## src/rtl/qarctan_arbiter.sv

```systemverilog
// qarctan_arbiter: shares one qarctan angle unit between N_REQ requesters.
// Requests are granted round-robin, or by fixed priority when the macro
// QARCTAN_ARB_FIXED_PRIO_EN is defined. Each granted operand pair is held on
// the qarctan inputs until the next grant. The result is returned to the
// originating requester over a backpressured response port.
//
// Handshake rule for both ports: a transfer happens on a rising clock edge
// where valid and ready are both high. req_ready is a function of state and
// req_valid only. rsp_valid, rsp_data and rsp_id stay constant until the
// matching rsp_ready bit is seen.
module qarctan_arbiter #(
  parameter int N_REQ     = 2,
  parameter int DATA_SIZE = 32,
  parameter int ID_W      = $clog2(N_REQ)
) (
  input  logic                       clock,
  input  logic                       reset,
  input  logic [N_REQ-1:0]           req_valid,
  output logic [N_REQ-1:0]           req_ready,
  input  logic [N_REQ*DATA_SIZE-1:0] req_real,
  input  logic [N_REQ*DATA_SIZE-1:0] req_imag,
  output logic [N_REQ-1:0]           rsp_valid,
  input  logic [N_REQ-1:0]           rsp_ready,
  output logic [DATA_SIZE-1:0]       rsp_data,
  output logic [ID_W-1:0]            rsp_id,
  output logic                       qa_start,
  output logic [DATA_SIZE-1:0]       qa_real,
  output logic [DATA_SIZE-1:0]       qa_imag,
  input  logic [DATA_SIZE-1:0]       qa_data_out,
  input  logic                       qa_done,
  output logic                       busy,
  output logic                       spurious_done
);

  typedef enum logic [1:0] {
    S_IDLE  = 2'd0,
    S_ISSUE = 2'd1,
    S_WAIT  = 2'd2,
    S_RESP  = 2'd3
  } state_t;

  state_t               state;
  state_t               state_nxt;
  logic [ID_W-1:0]      cur_id;
  logic [ID_W-1:0]      grant_id;
  logic                 grant_found;
  logic [DATA_SIZE-1:0] op_real;
  logic [DATA_SIZE-1:0] op_imag;
  logic [DATA_SIZE-1:0] res;
  logic                 accept;
  logic                 rsp_fire;

`ifdef QARCTAN_ARB_FIXED_PRIO_EN
  // Grant selection: the lowest asserted index wins.
  always_comb begin
    grant_found = 1'b0;
    grant_id    = '0;
    for (int i = N_REQ - 1; i >= 0; i--) begin
      if (req_valid[i]) begin
        grant_found = 1'b1;
        grant_id    = ID_W'(i);
      end
    end
  end
`else
  logic [ID_W-1:0] last;

  // Grant selection: search upward from last+1, wrapping modulo N_REQ.
  always_comb begin
    grant_found = 1'b0;
    grant_id    = '0;
    for (int k = 1; k <= N_REQ; k++) begin
      if (!grant_found && req_valid[(int'(last) + k) % N_REQ]) begin
        grant_found = 1'b1;
        grant_id    = ID_W'((int'(last) + k) % N_REQ);
      end
    end
  end

  // Rotation pointer: remembers the requester served most recently.
  always_ff @(posedge clock or posedge reset) begin
    if (reset) begin
      last <= ID_W'(N_REQ - 1);
    end else if (rsp_fire) begin
      last <= cur_id;
    end
  end
`endif

  assign accept   = (state == S_IDLE) && grant_found;
  assign rsp_fire = (state == S_RESP) && rsp_ready[cur_id];

  // State register.
  always_ff @(posedge clock or posedge reset) begin
    if (reset) begin
      state <= S_IDLE;
    end else begin
      state <= state_nxt;
    end
  end

  // Next-state and control outputs.
  always_comb begin
    state_nxt = state;
    req_ready = '0;
    rsp_valid = '0;
    qa_start  = 1'b0;
    busy      = (state != S_IDLE);
    case (state)
      S_IDLE: begin
        if (grant_found) begin
          req_ready[grant_id] = 1'b1;
          state_nxt           = S_ISSUE;
        end
      end
      S_ISSUE: begin
        qa_start  = 1'b1;
        state_nxt = S_WAIT;
      end
      S_WAIT: begin
        if (qa_done) state_nxt = S_RESP;
      end
      S_RESP: begin
        rsp_valid[cur_id] = 1'b1;
        if (rsp_fire) state_nxt = S_IDLE;
      end
      default: state_nxt = S_IDLE;
    endcase
  end

  // Operand, result and status registers. The operands change only on an
  // accept, because qarctan samples them again late in its computation.
  always_ff @(posedge clock or posedge reset) begin
    if (reset) begin
      op_real       <= '0;
      op_imag       <= '0;
      cur_id        <= '0;
      res           <= '0;
      spurious_done <= 1'b0;
    end else begin
      if (accept) begin
        op_real <= req_real[int'(grant_id) * DATA_SIZE +: DATA_SIZE];
        op_imag <= req_imag[int'(grant_id) * DATA_SIZE +: DATA_SIZE];
        cur_id  <= grant_id;
      end
      if ((state == S_WAIT) && qa_done) res <= qa_data_out;
      if ((state != S_WAIT) && qa_done) spurious_done <= 1'b1;
    end
  end

  assign qa_real  = op_real;
  assign qa_imag  = op_imag;
  assign rsp_data = res;
  assign rsp_id   = cur_id;

endmodule
```

## config.mk

```make
export PLATFORM = sky130hd
export DESIGN_NAME = qarctan_arbiter
export DESIGN_NICKNAME = d
export VERILOG_FILES = /design/src/rtl/qarctan_arbiter.sv
export SDC_FILE = /design/constraint.sdc
export NUM_CORES = 1
export LEC_CHECK = 0
export BUFFER_PORTS_ARGS = -buffer_cell sky130_fd_sc_hd__clkbuf_2
export CORE_ASPECT_RATIO = 1.1
export CORE_UTILIZATION = 30
export CTS_CLUSTER_DIAMETER = 40
export DETAILED_ROUTE_END_ITERATION = 6
export PLACE_DENSITY = 0.7
export SLEW_MARGIN = 15
export SYNTH_ARGS = -nofsm -noshare
export SYNTH_HDL_FRONTEND = slang
export SYNTH_SLANG_ARGS = --single-unit
```

## constraint.sdc

```tcl
create_clock -name clock -period 3.6 [get_ports clock]
set_clock_uncertainty 0.05 [all_clocks]
set_input_delay 0.72 -clock clock [delete_from_list [all_inputs] [get_ports clock]]
set_output_delay 0.72 -clock clock [all_outputs]
set_load 0.1 [all_outputs]
```

==> impl_metrics.py <==
metrics = {
    "outcome": {
        "outcome": "complete, no violations",
    },
    "sta": {
        "fin_crit_sh_pct": 80.5,
        "hold_viol_final": 0,
        "relSlewSlack_pct": 50.1,
        "tightest_slew_ns": 0.749,
        "fmax_mhz": 345,
        "setup_viol_count_final": 0,
        "setup_tns_ns": 0,
        "slew_violations": 0,
        "rsz0062_at_grt": "false",
        "period_needed_ns": 2.90,
    },
    "clock_tree": {
        "clockBufferDepth": 2,
        "insertion_delay_ns": 0.34,
        "clk_pin_slew_ns": 0.07,
        "cts_resized": 0,
        "numCtsBuffers": 9,
        "hold_buffers": 0,
        "clock-sinks": 101,
        "ctsRootBufferMaster": "clkbuf_16",
        "post_cts_buffers": 0,
        "htree_levels": 3,
        "cts_tree": "done",
    },
    "floorplan": {
        "initial_core_util_pct": 31.2,
        "fp.dieH_um": 128,
        "die_x_um": 117,
        "row_count": 45,
        "die_area_sq_um": 15000,
        "core-area_sq_um": 14000,
        "num_io_pins": 271,
    },
    "setup_path": {
        "cpLargestDelayFamily": "buffers and inverters",
        "arrival_ns": 2.13,
        "path_max_fanout": 9,
        "critPathKind": "flop to output pin",
        "crit_path_start_kind": "flop",
        "r2r_slack_ns": 1.36,
        "cp_slowest_cell": "clkbuf_2",
        "cp-end-kind": "output pin",
        "path_buf_inv": 2,
        "cp.required_ns": 2.83,
        "max_stage_delay_ns": 0.53,
        "cp_cell_sequence": "inv_1 -> ha_1 -> o21ai_4 -> nor2_1 -> clkbuf_2",
    },
    "yosys": {
        "synth_top_area_share_pct": 57.5,
        "yosysMostFrequentCell": "dfrtp_1",
        "async_flop_share_pct": 100,
        "yosys.area.top_type": "dfrtp_1",
        "synth_edf_count": 0,
        "synth_area_sq_um": 4350,
        "synth_top_flop_cell": "dfrtp_1",
        "yosysWarnings": 0,
        "netlist_instances": 405,
        "synthTopCellsByArea": "dfrtp_1 57%, a21oi_1 9.9%, mux2_2 8.3%",
        "synth.avg_cell_area_sq_um": 10.7,
        "ys_ff_latch": 101,
        "synth_top_cells_by_count": "100 x dfrtp_1, 86 x a21oi_1, 47 x nor2_1",
        "ys_types": 26,
        "syn_nets": 576,
        "seq_area_frac_synth_pct": 58.1,
    },
    "detailed_routing": {
        "antenna_left": 0,
        "initialDrtViolationCount": 131,
        "totalWireLength_mm": 12.5,
        "routed-via-count": 3988,
        "first_pass_iters": 4,
        "avgRoutedWirePerCell_um": 14.6,
        "viasPerCell": 4.65,
        "route.detailed.drc": 0,
    },
    "global_route": {
        "grt_pass1_wl_mm": 18.8,
        "grtUsageMet2_pct": 28.6,
        "grt_antenna_before_repair": 0,
        "use_met3_pct": 4.99,
        "overflow": 0,
        "grt_max_degree": 86,
        "met1_usage_pct": 19.0,
        "first_global_vias": 3765,
        "grt.busiest_layer": "met2",
        "grt_use_total_pct": 16.6,
    },
    "final_layout": {
        "area_growth_pct": 41.5,
        "diodes": 0,
        "design_area_sq_um": 6160,
        "nNetsFinal": 836,
        "drive_gt1_share_pct": 50.0,
    },
    "placement": {
        "io_buffer_count": 270,
        "dp.final_hpwl_mm": 9.00,
        "dpl_cell_area_sq_um": 5880,
        "gp_congestion": 0.767,
    },
    "run": {
        "drv_cap": 0,
    },
    "min_path": {
        "hp-class": "flop to flop",
    },
}
[sequential cells by signal, indices dropped and copies added, names as in the netlist]
register / flops
qa_imag: 32
qa_real: 32
rsp_data: 32
state: 2
last: 1
rsp_id: 1
spurious_done: 1
[layout by cell type, fill, tap and decap left out, types with 5 or more instances in the layout]
master,count
buf_4,8
nor2_1,46
a221o_1,22
dfrtp_1,100
a21oi_1,86
clkbuf_16,9
inv_6,5
clkbuf_2,269
mux2_2,32
nand2_1,45
and3_1,22
[kinds of logic (layout without fill, tap and decap cells)]
kind of cell,after synthesis,in the layout,synth area share [%]
and+or+nand+nor,116,116,11.5
adders and majority gates,4,4,1.15
buffers and inverters,34,299,4.08
AOI/OAI and AO/OA,116,116,16.4
muxes,34,34,8.77
DFF,101,101,58.1
[per-layer routing]
metal / vias up / share of wire, %
met2: 191 / 48
met4: 0 / 2.0
met1: 1841 / 41
met3: 18 / 8.5
met5: - / 0
li1: 1938 / -
[metrics by stage]
stage / hold WS (ns) / setup WS [ns] / utilization [%] / std cells
final: 0.447 / 0.703 / 44.1 / 858
after global routing: 0.473 / 0.546 / 44.1 / 858
after CTS: 0.447 / 0.671 / 44.1 / 858
after detailed placement: 0.422 / 1.02 / 42.1 / 842
after global placement: 0.417 / 1.04 / 42.1 / 842
after floorplan: 0.462 / 0.185 / - / 405
[cell type report]
class / instances / area, sq um
well taps: 188 / 235
multi-input cells: 270 / 1670
inverters: 5 / 23.8
clock buffers: 10 / 229
repair buffers: 278 / 1430
fillers: 1411 / 7800
flip-flops and latches: 101 / 2530
clock inverters: 6 / 45.0
[final timing paths]
| check | from | endpoint | cells after the start |
|---|---|---|---|
| worst max-delay path | state[0] | req_ready[0] | 5 |
| worst max register to register | state[0] | qa_imag[18] | 6 |
| max in group asynchronous | reset | qa_real[27] | 3 |
| worst min register to register | spurious_done | spurious_done | 1 |
| min in group asynchronous | reset | rsp_data[18] | 2 |
| worst min-delay path | spurious_done | spurious_done | 1 |
[worst reg2reg max path, cell delays in order, from the launching register on]
cell and delay (ns):
dfrtp_1 0.41, inv_1 0.10, ha_1 0.36, o21a_2 0.61, buf_4 0.36, and3_1 0.18
a221o_1 0.10
Power is not shown: default switching activity piles up to over one toggle a cycle in this logic, so the estimate is an artifact.
